### config.mk
export PLATFORM = sky130hd
export DESIGN_NAME = picorv32_mem_arbiter
export DESIGN_NICKNAME = d
export VERILOG_FILES = /design/src/rtl/picorv32_mem_arbiter.sv
export SDC_FILE = /design/constraint.sdc
export NUM_CORES = 1
export LEC_CHECK = 0
export ABC_AREA = 1
export CAP_MARGIN = 5
export CORE_ASPECT_RATIO = 1.1
export CORE_MARGIN = 10
export CORE_UTILIZATION = 43
export DETAILED_ROUTE_END_ITERATION = 6
export PLACE_DENSITY = 0.85
export SLEW_MARGIN = 20
export SYNTH_ARGS = -nofsm -noshare
export SYNTH_HDL_FRONTEND = slang
export SYNTH_SLANG_ARGS = --single-unit
### constraint.sdc
create_clock -name clk -period 13.6 [get_ports clk]
set_input_delay 2.72 -clock clk [delete_from_list [all_inputs] [get_ports clk]]
set_output_delay 2.72 -clock clk [all_outputs]
set_load 0.005 [all_outputs]
### src/rtl/picorv32_mem_arbiter.sv
// rtl/picorv32_mem_arbiter.sv - two-requester arbiter for one native picorv32 memory port
//
// Purpose:
//   Shares a single picorv32-style memory port between m0 (the core) and m1
//   (a harness or DMA injector). Only one transfer is in flight at a time.
//   Ties are resolved round-robin, or always in m0's favour when FIXED_PRI=1.
//   A watchdog aborts a transfer whose s_ready never arrives. The aborted
//   requester receives an all-ones read word and a timeout_err pulse.
//
// Ports:
//   clk, reset           clock and asynchronous active-high reset
//   m0_* / m1_*          requester buses: valid/addr/wdata/wstrb in, ready/rdata out
//   s_*                  registered memory-side request, s_ready/s_rdata back
//   grant_id             owner of the current or most recent transfer
//   busy                 high whenever the FSM is outside IDLE
//   timeout_err          one-cycle pulse, coincident with the aborted ready
module picorv32_mem_arbiter #(
    parameter int DW        = 32,
    parameter int AW        = 32,
    parameter int TIMEOUT   = 255,
    parameter int FIXED_PRI = 0
) (
    input  logic            clk,
    input  logic            reset,
    input  logic            m0_valid,
    input  logic [AW-1:0]   m0_addr,
    input  logic [DW-1:0]   m0_wdata,
    input  logic [DW/8-1:0] m0_wstrb,
    output logic            m0_ready,
    output logic [DW-1:0]   m0_rdata,
    input  logic            m1_valid,
    input  logic [AW-1:0]   m1_addr,
    input  logic [DW-1:0]   m1_wdata,
    input  logic [DW/8-1:0] m1_wstrb,
    output logic            m1_ready,
    output logic [DW-1:0]   m1_rdata,
    output logic            s_valid,
    output logic [AW-1:0]   s_addr,
    output logic [DW-1:0]   s_wdata,
    output logic [DW/8-1:0] s_wstrb,
    input  logic            s_ready,
    input  logic [DW-1:0]   s_rdata,
    output logic            grant_id,
    output logic            busy,
    output logic            timeout_err
);

    // A 1-bit counter is kept even when the watchdog is disabled so the
    // declaration stays legal; it is never compared in that case.
    localparam int WDOG_W = (TIMEOUT < 1) ? 1 : $clog2(TIMEOUT + 1);
    localparam logic [WDOG_W-1:0] WDOG_LIM = WDOG_W'(TIMEOUT);
    localparam logic [WDOG_W-1:0] WDOG_ONE = WDOG_W'(1);
    localparam logic [WDOG_W-1:0] WDOG_MAX = '1;

    typedef enum logic [1:0] {
        ST_IDLE = 2'd0,
        ST_XFER = 2'd1,
        ST_DONE = 2'd2
    } state_t;

    state_t              r_state;
    logic                r_last_grant;
    logic [WDOG_W-1:0]   r_wdog;
    logic                w_pick;
    logic                w_timeout;

    // Winner for the IDLE grant: a lone requester wins outright. On a tie,
    // fixed priority favours m0; round-robin favours whoever did not win last.
    always_comb begin
        w_pick = 1'b0;
        if (m0_valid && m1_valid) begin
            w_pick = (FIXED_PRI != 0) ? 1'b0 : ~r_last_grant;
        end else if (m1_valid) begin
            w_pick = 1'b1;
        end
    end

    assign w_timeout = (TIMEOUT != 0) && (r_wdog == WDOG_LIM);
    assign busy      = (r_state != ST_IDLE);

    always_ff @(posedge clk or posedge reset) begin
        if (reset) begin
            r_state      <= ST_IDLE;
            r_last_grant <= 1'b1;
            r_wdog       <= '0;
            grant_id     <= 1'b0;
            s_valid      <= 1'b0;
            s_addr       <= '0;
            s_wdata      <= '0;
            s_wstrb      <= '0;
            m0_ready     <= 1'b0;
            m1_ready     <= 1'b0;
            m0_rdata     <= '0;
            m1_rdata     <= '0;
            timeout_err  <= 1'b0;
        end else begin
            // Ready, read data and timeout are single-cycle pulses by default.
            m0_ready    <= 1'b0;
            m1_ready    <= 1'b0;
            m0_rdata    <= '0;
            m1_rdata    <= '0;
            timeout_err <= 1'b0;

            case (r_state)
                ST_IDLE: begin
                    if (m0_valid || m1_valid) begin
                        grant_id     <= w_pick;
                        r_last_grant <= w_pick;
                        s_valid      <= 1'b1;
                        s_addr       <= w_pick ? m1_addr  : m0_addr;
                        s_wdata      <= w_pick ? m1_wdata : m0_wdata;
                        s_wstrb      <= w_pick ? m1_wstrb : m0_wstrb;
                        r_state      <= ST_XFER;
                    end
                end

                ST_XFER: begin
                    // s_ready wins over a simultaneous watchdog expiry.
                    if (s_ready) begin
                        s_valid <= 1'b0;
                        if (grant_id) begin
                            m1_ready <= 1'b1;
                            m1_rdata <= s_rdata;
                        end else begin
                            m0_ready <= 1'b1;
                            m0_rdata <= s_rdata;
                        end
                        r_state <= ST_DONE;
                    end else if (w_timeout) begin
                        s_valid     <= 1'b0;
                        timeout_err <= 1'b1;
                        if (grant_id) begin
                            m1_ready <= 1'b1;
                            m1_rdata <= '1;
                        end else begin
                            m0_ready <= 1'b1;
                            m0_rdata <= '1;
                        end
                        r_state <= ST_DONE;
                    end else if (r_wdog != WDOG_MAX) begin
                        r_wdog <= r_wdog + WDOG_ONE;
                    end
                end

                ST_DONE: begin
                    // Dead cycle lets the served requester drop valid before
                    // the next arbitration.
                    r_wdog  <= '0;
                    r_state <= ST_IDLE;
                end

                default: begin
                    r_state <= ST_IDLE;
                end
            endcase
        end
    end

endmodule

Yosys cells after proc, flatten, opt, wreduce, memory -nomap -nowiden
Cells that the tools add are included.
{"block": "word_totals", "register_bits": 148, "in_bits": 173, "output_inout_bits": 138, "wordCells": 72}
{"block": "op_classes", "n_addsub": 1, "n_eq_ne": 9, "mux": 38, "bitwise_logic": 1, "n_reduce_logical": 10}
{"operator": "$mux W32", "count": 12}
{"operator": "$mux W8", "count": 3}
{"operator": "$mux W1", "count": 16}
{"operator": "$pmux W8 S2", "count": 1}
{"operator": "$add A8 B1 Y8 const B", "count": 1}
{"operator": "$eq A8 B8 Y1 const B", "count": 1}
{"operator": "$ne A2 B2 Y1 const B", "count": 4}
{"operator": "$ne A8 B8 Y1 const B", "count": 1}
{"operator": "$mux W2", "count": 3}
{"operator": "$reduce_bool A2 Y1", "count": 3}
{"operator": "$mux W4", "count": 1}
{"operator": "$pmux W2 S2", "count": 1}
{"operator": "$reduce_and A2 Y1", "count": 2}
{"operator": "$reduce_and A4 Y1", "count": 1}
{"operator": "$ne A3 B3 Y1 const B", "count": 1}
{"operator": "$reduce_and A3 Y1", "count": 1}
{"operator": "$eq A2 B1 Y1 const B", "count": 1}
{"operator": "$eq A2 B2 Y1 const B", "count": 1}
{"operator": "$logic_not A2 Y1", "count": 1}
{"operator": "$pmux W1 S2", "count": 1}
{"operator": "$logic_and A1 B1 Y1", "count": 1}
{"operator": "$logic_or A1 B1 Y1", "count": 1}
{"operator": "$not A1 Y1", "count": 1}

Depth between registers and ports, before layout
Gate-level depths: netlist of the first run.
{"block": "depth", "word_depth": 5, "ltp_mapped": 10, "depth_no_buf": 9}

Worst setup path before layout of the first run
OpenSTA, ideal clock, no wires.
{"block": "synth_timing", "kind": "in2reg", "start": "input m0_valid", "end": "register s_addr[0]", "arrival_ps": 3536, "required_ps": 13524, "slack_ps": 9988, "cell_stages": 6, "n_path_buf": 2, "cell_sequence": "nand2_1 -> nand2_1 -> buf_2 -> clkbuf_1 -> nor2_1 -> o21ai_1"}
{"block": "synth_between", "elab_chain_cells": 3, "elab_cells_between_ends": 5, "cone_classes": "mux: 2; reduce/logical: 3"}
{"element": "start: declaration", "line": "25", "rtl": "input logic m0_valid,"}
{"element": "$logic_and A1 B1 Y1", "line": "71", "rtl": "if (m0_valid && m1_valid) begin"}
{"element": "$mux W1", "line": "71"}
{"element": "$mux W32", "line": "110", "rtl": "s_addr <= w_pick ? m1_addr : m0_addr;"}
{"element": "end signal: assignment", "line": "110"}
{"element": "end: declaration", "line": "38", "rtl": "output logic [AW-1:0] s_addr,"}
Parallel ways exist; a longest one is shown, timed or not.
A chain may end at the register's enable or synchronous reset.

Worst setup path in the final report of the first run
{"block": "layout_timing", "start": "input m0_valid", "end": "register s_wdata[2]"}
{"block": "layout_between", "elab_chain_cells": 3, "elab_cells_between_ends": 5, "cone_classes": "mux: 2; reduce/logical: 3"}
{"element": "$logic_and A1 B1 Y1", "line": "71"}
{"element": "$mux W1", "line": "71"}
{"element": "$mux W32", "line": "111", "rtl": "s_wdata <= w_pick ? m1_wdata : m0_wdata;"}
{"element": "end signal: assignment", "line": "111"}
{"element": "end: declaration", "line": "39", "rtl": "output logic [DW-1:0] s_wdata,"}
Parallel ways exist; a longest one is shown, timed or not.

==> results of run 1 <==
how the worst max path moves through the flow:
stage,from,endpoint,slack (ns),cells after the start
after floorplan,reset,grant_id,6.90,1
after global placement,m0_valid,s_wdata[22],8.44,7
after detailed placement,m0_valid,s_wdata[2],8.41,7
after CTS,m0_valid,s_wdata[2],8.85,7
after global routing,m0_valid,s_wdata[2],8.66,7
final,m0_valid,s_wdata[2],8.82,7
placed cells by master, fill, tap and decap left out:
cell type / synthesis / final
nor2_4: 2 / 3
dfrtp_1: 147 / 147
o21ai_0: 73 / 73
nor3_1: 1 / 1
nand2_4: 1 / 1
nor2_1: 117 / 117
a21oi_1: 33 / 33
clkbuf_16: 0 / 17
o21ai_1: 67 / 67
buf_4: 0 / 7
nor2_2: 31 / 30
bufinv_16: 0 / 1
clkinv_2: 1 / 3
dfstp_2: 1 / 1
clkbuf_1: 29 / 3
inv_6: 0 / 2
clkinv_4: 0 / 3
ha_1: 1 / 1
nand2_2: 3 / 4
nand2_1: 107 / 106
clkdlybuf4s50_1: 0 / 310
nand3_1: 37 / 37
xor2_1: 1 / 1
clkbuf_8: 0 / 1
inv_1: 14 / 13
o21ai_2: 1 / 1
clkinvlp_4: 0 / 4
inv_2: 5 / 5
nand4_1: 3 / 3
flip-flops by register name, indices dropped and copies added, names as in the netlist:
name / flops
m0_ready: 1
r_last_grant: 1
r_state: 2
timeout_err: 1
grant_id: 1
s_wstrb: 4
m1_ready: 1
s_valid: 1
r_wdog: 8
m0_rdata: 32
s_wdata: 32
s_addr: 32
m1_rdata: 32
per-stage QoR:
step,area (sq um),total power [mW],utilization,setup slack (ns)
detailed placement,9380,1.46,0.672,8.41
CTS,9930,1.91,0.711,8.85
floorplan,6190,0.997,-,6.90
finish,9930,1.89,0.711,8.82
global placement,9380,1.43,0.672,8.44
global route,9930,2.01,0.711,8.66
cell type report:
type,instances,share of cell area
clock inverter,11,0.0106
sequential,148,0.373
clock buffer,21,0.0454
timing repair buffer,317,0.318
tap,188,0.0237
inverter,20,0.00819
multi-input combinational,478,0.221
power by group:
group | internal, mW | leakage (nW) | switching [mW] | total [mW]
registers | 0.595 | 1.90 | 0.0761 | 0.671
logic | 0.394 | 2.13 | 0.385 | 0.779
clock network | 0.257 | 0.260 | 0.185 | 0.442
total | 1.25 | 4.29 | 0.646 | 1.89
logic make-up after synthesis:
family,Yosys count
AND/OR/NAND/NOR,302
AO/OA/AOI/OAI,174
flip-flops,148
buffers and inverters,67
XOR/XNOR,1
adder cells (fa/ha/maj),1
layer usage:
| metal | share of wire | vias up | GRT usage |
|---|---|---|---|
| li1 | - | 2835 | - |
| met1 | 0.36 | 2959 | 0.254 |
| met2 | 0.50 | 289 | 0.400 |
| met3 | 0.12 | 36 | 0.111 |
| met4 | 0.023 | 0 | 0.0763 |
| met5 | 0 | - | 0 |
tightest hold or removal path, cell delays in order (launching register included):
cell     delay [ns]
dfstp_2        0.37
nand2_1        0.05
nand2_1        0.04
==> metrics.txt, run 1 <==
largest family of logic cells by synthesized area=simple AND/OR/NAND/NOR gates; total gr overflow=0; Post-route DRC=0; R2R setup slack=11.08 ns; die area=19,600 sq um; CTS Buffer Depth=2; CORE AREA=around 14,000 sq um; register cell area after layout=3700 sq um; post-synthesis simple-gate area fraction=0.209; row count=45; CTS Sinks=148; CP Capture Type=flip-flop; fraction of layout cells with a size suffix above 1=0.0834; synth warn=0; Setup TNS Final=0 ns; Final period util=0.352; delay-heaviest family, CP=buffers and inverters; Initial Utilization=0.443; Cell Count, Final, Fillers Out=about 1,200; Synth Area in Compound Gates=0.141; minimum clock period=4.78 ns; crit-path cells=clkdlybuf4s50_1, nand2_1, nand2_2, buf_4, inv_2, o21ai_0, o21ai_1; Data arrival, critical path=approximately 5.1 ns; number of global-route vias before repair=6,218; PD cells=190 nW/um^2; fillcell total=between 1,000 and 1,500; Post-Route WL=between 20,000 and 25,000 um; multi-input logic area=between 2000 and 2500 sq um; largest net degree at the start of global routing=81; Main synth FF type=dfrtp_1; first-pass GRT wire length=36,200 um; Hold Worst Slack=roughly 0.47 ns; Post-synth top cells=dfrtp_1, nor2_1, nand2_1, o21ai_0, o21ai_1; die height=146 um; top post-synthesis cells by area=dfrtp_1, nor2_1, nand2_1; Distinct cells, synth=24; hold path start=r_last_grant; TritonCTS clock tree=yes; TritonRoute pass-1 iters=5; final-report hold violation count=0; setup violators final=0; synthesized flop and latch total=approximately 150; io pins=a little over 300; Critical Path Start Type=input pin; Yosys top cell area share=0.594; Die W=between 100 and 150 um; post-CTS sizing=0; critical path type=in2reg; # diodes=0; Post-synth ARST share=1.00; CTS Root Buffer Type=clkbuf_16; syn nets=867; Num CTS Buffers=17; Avg WL per Cell=20.0 um; Buffers on Ports=310; Synth Area in Adders=0.00202; delay of the slowest critical-path stage=0.63 ns; Max Cap Viol=0; clock-pin transition on the worst setup and hold timing paths=0.06 ns; mux contribution to synthesized area=0; Mapped Avg Cell Area=8.93 sq um; nets=1,156; area of the mapped netlist=roughly 6200 sq um; fmax=209 MHz; Post-CTS Setup Inserts=0; Slew Limit Fails=0; Worst R2R Path Depth=6; post-synth top area cell=dfrtp_1; post-synthesis xor/xnor area fraction=0.00141; Worst-Margin Slew=1.05 ns; Hold Path Stages=2; Rel. slew slack=0.301; slowest cell on the critical path=inv_2; Buf/Inv on CP=3; Final ANT Viol Nets=0; RR Startpoint=r_last_grant; worst vdd ir=0.131 mV; HPWL after DPL=approximately 17,000 um; hold crit path type=reg2reg; most frequent cell after synthesis=dfrtp_1; gpl congestion=0.836; CTS HTree Levels=4; RSZ-0062 raised after global routing=no; initial antenna violation count=0; worst skew pair latency=0.42 ns; Vias=about 6,000; Worst Path Max Fanout=a little under 70; status=finished, final reports clean; Req. time, crit path=13.90 ns; Area Overhead vs Synth=60.4%; Worst Hold Path EP=r_last_grant; placed cell count=between 1,000 and 1,500; DR iter-0 viols=470; detail-routed via count per cell=5.17; clk_skew=0.0106 ns; hold_buf cts=0; GRT Total Usage=0.237; Reg2Reg Capture Point=s_wdata[2]; Leak=4.29 nW; Post-synth EDFFs=0; Post-Synthesis Cells=about 690; sequential element share of the synthesized area=0.598
(Power assumes the default switching activity.)
==> run 2, diff against run 1 <==
- CORE_UTILIZATION: 43 -> 36
- PLACE_DENSITY: 0.85 -> 0.76
- clock period: 13.6 -> 3.9 ns (I/O delays scaled with it)
==> metrics.txt, run 2 (synthesis gave the netlist of run 1 again) <==
fillcell total=1,468 (+41%); Rel. slew slack=0.389 (+0.0885); minimum clock period=2.48 ns; gpl congestion=0.801 (-4.2%); HPWL after DPL=16,400 um (-4.5%); TritonRoute pass-1 iters=5 (unchanged); critical path type=reg2out; Worst Hold Path EP=r_last_grant; number of global-route vias before repair=6,048 (-2.7%); Worst R2R Path Depth=6 (unchanged); row count=50 (+11%); commonest non-fill, non-tap cell in the layout=clkdlybuf4s50_1; Int Power=4.44 mW (+260%); # diodes=0 (unchanged); GR Util met3=0.101 (-0.0106); Worst-Margin Slew=0.915 ns (-0.133 ns); layer carrying the most global-route usage=met2; Worst Slack Setup Final=1.42 ns (-7.40 ns); hold path start=r_last_grant; clk_skew=0.0147 ns (+0.00413 ns); Setup TNS Final=0 ns (unchanged); Post-Route WL=22,900 um (-3.5%); Area Overhead vs Synth=62.8%; CP Capture Type=output port; Worst Path Max Fanout=35 (-49%); total power=6.71 mW (+250%); Data arrival, critical path=1.70 ns (-3.38 ns); Final ANT Viol Nets=0 (unchanged); CTS Root Buffer Type=clkbuf_16; Leak=4.35 nW (+1.3%); TritonCTS clock tree=yes; Max Cap Viol=0 (unchanged); die area=22,800 sq um (+17%); detail-routed via count per cell=4.86 (-6.1%); switch share=0.338 (-0.00307); GRT Total Usage=0.197 (-0.0401); Switching Power=2.27 mW (+250%); fmax=403 MHz; post-CTS sizing=0 (unchanged); Cell Count, Final, Fillers Out=1,232 (+4.1%); io pins=311 (unchanged); Die W=145 um (+7.9%); Critical Path Start Type=flip-flop; first-pass GRT wire length=35,500 um (-1.9%); met1 Use GR=0.226 (-0.0288); PD cells=666 nW/um^2 (+250%); status=finished, final reports clean; Slew Limit Fails=0 (unchanged); CTS Buffer Depth=2 (unchanged); final-report hold violation count=0 (unchanged); hold_buf cts=0 (unchanged); Clk pwr share=0.249 (+0.015); fraction of layout cells with a size suffix above 1=0.0892 (+0.00576); Buffers on Ports=310 (unchanged); Setup WS pre-CTS=1.18 ns (-7.24 ns); CTS HTree Levels=4 (unchanged); setup violators final=0 (unchanged); Vias=5,984 (-2.2%); routing usage on met2=0.318 (-0.0826); Reg2Reg Capture Point=m0_rdata[11]; CORE AREA=17,000 sq um (+21%); most frequent cells in the layout=clkdlybuf4s50_1, dfrtp_1, nor2_1; Num CTS Buffers=17 (unchanged); hold crit path type=reg2reg; R2R setup slack=2.01 ns (-9.07 ns); DR iter-0 viols=413 (-12%); CTS Sinks=148 (unchanged); worst skew pair latency=0.42 ns (about the same); Final period util=0.637; Seq pwr share=0.346 (-0.009); Post-route DRC=0 (unchanged); Req. time, crit path=3.12 ns (-10.78 ns); initial antenna violation count=0 (unchanged); RR Startpoint=r_state[0]; Gate power share=0.405 (-0.007); worst vdd ir=0.296 mV (+130%); final core utilization=0.595 (-0.117); clock-pin transition on the worst setup and hold timing paths=0.06 ns (about the same); total gr overflow=0 (unchanged); largest net degree at the start of global routing=72 (-11%); Post-CTS Setup Inserts=0 (unchanged); Initial Utilization=0.365 (-0.0782); RSZ-0062 raised after global routing=no; Hold Path Stages=2 (unchanged); placed cell count=1,200 (+4.3%); die height=158 um (+8.0%); Avg WL per Cell=18.6 um (-7.3%); nets=1,159 (+0.26%)
[run 2: cell count changes in the layout (fill, tap and decap cells not counted)]
cell / change
clkinv_4: +2
bufinv_16: +1
buf_12: +2
buf_4: +1
clkinvlp_4: -2
clkbuf_8: +1
inv_6: +1
clkbuf_1: -3
[run 2: power by group through the flow]
| stage | Clock [mW] | Combinational [mW] | Sequential, mW |
|---|---|---|---|
| after global routing | 1.77 | 3.00 | 2.38 |
| after detailed placement | 0 | 2.75 | 2.34 |
| after CTS | 1.71 | 2.77 | 2.32 |
| final | 1.67 | 2.72 | 2.32 |
| after floorplan | 0 | 1.09 | 2.39 |
| after global placement | 0 | 2.72 | 2.33 |
[run 2: cell type report]
class,count,area [sq um],area share
well taps,234,293,0.0290
flip-flops and latches,148,3700,0.368
multi-input cells,478,2200,0.218
repair buffers,320,3200,0.318
inverters,20,80.1,0.00794
clock buffers,19,453,0.0449
clock inverters,13,148,0.0146
[run 2: how the worst max path moves through the flow]
stage	startpoint	to	slack, ns	cells past startpoint
global route	grant_id	grant_id	1.35	2
finish	grant_id	grant_id	1.42	2
global placement	s_ready	m0_rdata[31]	1.23	7
detailed placement	s_ready	m0_rdata[25]	1.18	7
floorplan	reset	grant_id	1.26	1
CTS	grant_id	grant_id	1.36	2
[run 2: metrics by stage]
| stage | instance area (sq um) | hold WS (ns) |
|---|---|---|
| after floorplan | 6190 | 0.444 |
| after global placement | 9480 | 0.456 |
| after detailed placement | 9480 | 0.474 |
| after CTS | 10100 | 0.484 |
| after global routing | 10100 | 0.505 |
| final | 10100 | 0.479 |
[run 2: per-layer routing]
layer,routed length [um],vias to the layer above,part of all wire
li1,-,2853,-
met4,278,0,0.012
met1,8780,2865,0.38
met2,11000,245,0.48
met3,2790,21,0.12
met5,0,-,0
[run 2: critical path, cell delays in order (launching register included)]
cell             delay [ns]
dfrtp_1                0.33
buf_4                  0.36
clkdlybuf4s50_1        0.61
